### src/rtl/four_digit_scanner.sv
// Time-multiplexes a 4-character message across a 4-digit common-anode display.
// New messages are staged and swapped in only at a frame boundary.
//
// phase    | meaning
// BLANK_PH | cnt < BLANK: all anodes off while char settles
// DRIVE_PH | cnt >= BLANK: anode of the selected digit driven low
module four_digit_scanner #(
  parameter int DIV_W = 4,
  parameter int BLANK = 2
) (
  input  logic        clk,
  input  logic        reset,
  input  logic [15:0] msg,
  input  logic        msg_load,
  output logic [3:0]  char,
  output logic [3:0]  an,
  output logic        frame_done,
  output logic        load_ack
);

  localparam logic [DIV_W-1:0] CNT_MAX = '1;
  localparam logic [DIV_W-1:0] BLANK_C = BLANK[DIV_W-1:0];

  logic [DIV_W-1:0] cnt_q, cnt_d;
  logic [1:0]       idx_q, idx_d;
  logic [15:0]      shadow_q, shadow_d;
  logic [15:0]      staging_q, staging_d;
  logic             pending_q, pending_d;
  logic             frame_done_q, frame_done_d;
  logic             load_ack_q, load_ack_d;
  logic             boundary;

  always_ff @(posedge clk or negedge reset) begin
    if (!reset) begin
      cnt_q        <= '0;
      idx_q        <= 2'd3;
      shadow_q     <= '0;
      staging_q    <= '0;
      pending_q    <= 1'b0;
      frame_done_q <= 1'b0;
      load_ack_q   <= 1'b0;
    end else begin
      cnt_q        <= cnt_d;
      idx_q        <= idx_d;
      shadow_q     <= shadow_d;
      staging_q    <= staging_d;
      pending_q    <= pending_d;
      frame_done_q <= frame_done_d;
      load_ack_q   <= load_ack_d;
    end
  end

  assign boundary = (idx_q == 2'd0) && (cnt_q == CNT_MAX);

  always_comb begin
    cnt_d        = cnt_q + 1'b1;
    idx_d        = (cnt_q == CNT_MAX) ? idx_q - 2'd1 : idx_q;
    shadow_d     = shadow_q;
    staging_d    = staging_q;
    pending_d    = pending_q;
    frame_done_d = boundary;
    load_ack_d   = 1'b0;
    if (boundary) begin
      // A load on the boundary cycle itself bypasses staging so it is not a frame late.
      if (msg_load) begin
        shadow_d   = msg;
        pending_d  = 1'b0;
        load_ack_d = 1'b1;
      end else if (pending_q) begin
        shadow_d   = staging_q;
        pending_d  = 1'b0;
        load_ack_d = 1'b1;
      end
    end else if (msg_load) begin
      staging_d = msg;
      pending_d = 1'b1;
    end
  end

  always_comb begin
    char       = shadow_q[{idx_q, 2'b00} +: 4];
    an         = 4'b1111;
    if (cnt_q >= BLANK_C) an = ~(4'b0001 << idx_q);
    frame_done = frame_done_q;
    load_ack   = load_ack_q;
  end

endmodule

### config.mk
export PLATFORM = sky130hd
export DESIGN_NAME = four_digit_scanner
export DESIGN_NICKNAME = d
export VERILOG_FILES = /design/src/rtl/four_digit_scanner.sv
export SDC_FILE = /design/constraint.sdc
export NUM_CORES = 1
export LEC_CHECK = 0
export CORE_MARGIN = 2
export CORE_UTILIZATION = 57
export DETAILED_ROUTE_END_ITERATION = 8
export PLACE_DENSITY = 0.89
export RECOVER_POWER = 50
export SETUP_SLACK_MARGIN = 0.2
export SYNTH_ARGS = -nofsm -noshare
export SYNTH_HDL_FRONTEND = slang
export SYNTH_SLANG_ARGS = --single-unit
### constraint.sdc
create_clock -name clk -period 3.7 [get_ports clk]
set_input_delay 0.74 -clock clk [delete_from_list [all_inputs] [get_ports clk]]
set_output_delay 0.74 -clock clk [all_outputs]
set_load 0.03 [all_outputs]
==> reports/qor.csv <==
stage,metric,value,unit
detailed_routing,finalWirelength,3.29,mm
timing,skew,0.00639,ns
flow_run,drv_cap,1,
timing,slew_headroom,-44.0,%
detailed_routing,drc,0,
power,irDropWorstVdd,0.232,mV
die,die-area,0.00396,mm^2
clock_network,cts.hold.buffers_added,0,
placement,portBuffers,28,
detailed_routing,vias,1101,
clock_network,clk_path_buf_depth,2,
synth,synth_area,0.00198,mm^2
detailed_routing,post_drt_wl_per_cell,16.1,um
die,core_area,0.00334,mm^2
detailed_routing,first_pass_iters,4,
power,p_leak,0.994,nW
cells_and_area,drive_above_1_share,40.5,%
die,die_w,62.9,um
synth,synth_async_sr_flop_share,100,%
worst_setup_path,end_kind,output pin,
synth,postSynthCellCount,126,
die,core.rowCount,21,
detailed_routing,viasPerCell,5.40,
placement,hpwlAfterDp,2.32,mm
clock_network,h-tree-depth,2,
die,io_pins,29,
detailed_routing,wl_met3,146,um
synth,synth_edf_count,0,
die,die_h,62.9,um
die,initial_core_util,59.2,%
clock_network,cts_setup_buffers,0,
worst_setup_path,crit_path_start_kind,flip-flop,
timing,min_period_over_period,83.4,%
cells_and_area,nNetsFinal,182,
detailed_routing,dr_wl_met2,1.71,mm
placement,gp_congestion,0.761,
synth,synthDistinctLibCells,22,
timing,final-setup-viol-count,0,
cells_and_area,syn_to_final_growth,16.8,%
worst_setup_path,r2r_cells,5,
detailed_routing,dr.first_iter.drc_count,28,
power,p_per_area,363,mW/mm^2
timing,slew_viol_final,42,
grt,grt_overflow,0,
status,violations,"max-capacitance violations, max-slew violations",
clock_network,post_cts_resized,0,
synth,syn_nets,151,
clock_network,clk_latency,0.35,ns
hold_path,whs_path_depth,1,
clock_network,cts_root_buffer,clkbuf_4,
detailed_routing,wl_met1,1.36,mm
timing,fmax,0.324,GHz
worst_setup_path,arrival,2.35,ns
clock_network,clk_pin_slew,0.10,ns
cells_and_area,nFillCells,248,
worst_setup_path,cp.required,2.96,ns
grt,grt_pass1_vias,1159,
clock_network,cts_num_sinks,41,
grt,grt_first_pass_wirelength,5.80,mm
clock_network,cts_tree,yes,
status,outcome,finished with violations,
timing,hold_ws,0.495,ns
detailed_routing,dr.max_layer_used,met4,
cells_and_area,antenna_cells,0,
grt,grt_max_degree,42,
worst_setup_path,critPathMaxFanout,4,
synth,yosysTopAreaCellShare,49.4,%
synth,ys_ff_latch,41,
synth,synth_common_cells,"dfrtp_1, mux2_2, mux2_4, ha_1",
grt,antenna_found_initial,0,
timing,tightestPinTransition,2.16,ns
synth,yosysTopAreaCell,dfrtp_1,
clock_network,cts_inserted_buffers,5,
synth,synth-seq-area-share,52.0,%
timing,finalHoldViolCount,0,
synth,ys_warn_count,0,
hold_path,hp-class,reg -> reg,
grt,gr-usage-all-layers,19.6,%
synth,post_synth.cell_area_avg,15.7,um^2
timing,rsz0062_at_grt,no,
timing,tns,0,ns
synth,synth_flop_cell,dfrtp_1,
detailed_routing,ant_nets,0,
worst_setup_path,worstSetupPathType,reg -> out,
timing,fin_crit,3.09,ns
synth,netlist_top_cells_area,"dfrtp_1, mux2_2, mux2_4",
area by class of cell:
type                    count  area, um^2  area share [%]
repair buffers             29         282            12.2
multi-input cells          75         875            37.9
clock buffers               8        48.8            2.11
well taps                  46        57.6            2.49
flip-flops and latches     41        1030            44.5
inverters                   5        18.8           0.813
through the flow:
stage	cells	setup slack (ns)	utilization, %	area [um^2]	power, mW
2_1_floorplan	126	1.57	-	1980	0.586
3_3_place_gp	196	1.04	67.8	2260	0.630
3_5_place_dp	196	0.980	67.8	2260	0.638
4_1_cts	204	0.583	69.3	2310	0.847
5_1_grt	204	0.479	69.2	2310	0.880
6_report	204	0.614	69.2	2310	0.838
kinds of logic (layout without fill, tap and decap cells):
family                     Yosys count  after routing  share of synthesized area, %
muxes                               52             52                          33.6
AOI/OAI and AO/OA                    1              1                         0.253
adders and majority gates            6              6                          3.80
DFF                                 41             41                          52.0
and+or+nand+nor                     13             13                          5.25
xor gates and xnor gates             3              3                          1.33
buffers and inverters               10             42                          3.73
flip-flops by register name, indices dropped and copies added (netlist names):
name / count
idx_q: 2
staging_q: 16
shadow_q: 16
frame_done: 1
cnt_q: 4
load_ack: 1
pending_q: 1
final timing paths:
check                      slack, ns      from      endpoint
min                             0.49  cnt_q[0]      cnt_q[0]
min in group asynchronous       1.00     reset  staging_q[1]
max in group asynchronous       1.46     reset  shadow_q[15]
min reg2reg                     0.49  cnt_q[0]      cnt_q[0]
max reg2reg                     1.87  idx_q[0]  shadow_q[14]
max                             0.61  cnt_q[0]         an[2]
worst max-delay path, stage by stage, from the launching register on:
cell,delay (ns)
dfrtp_1,0.39
inv_1,0.07
ha_1,0.18
or4_1,0.58
nand2_1,0.10
clkdlybuf4s50_1,0.67
report_power, final:
part	internal (mW)	switching, mW
combinational	0.0796	0.0475
clock	0.0758	0.134
sequential	0.483	0.0186
total	0.638	0.200
per-layer routing:
| metal | vias to the layer above | global-route usage [%] |
|---|---|---|
| met1 | 562 | 23.8 |
| li1 | 510 | - |
| met4 | 0 | 9.17 |
| met5 | - | 0 |
| met2 | 22 | 31.5 |
| met3 | 7 | 6.31 |
cell usage in the layout, fill, tap and decap left out, types with 2 or more instances in the layout:
cell / count
clkbuf_1: 4
clkbuf_4: 5
clkdlybuf4s50_1: 27
dfrtp_1: 39
dfstp_2: 2
ha_1: 6
inv_1: 5
mux2_2: 39
mux2_4: 9
mux4_2: 4
nand2_1: 5
nand3_1: 2
xnor2_1: 2
Note: power is estimated with default switching activity, not from simulation.
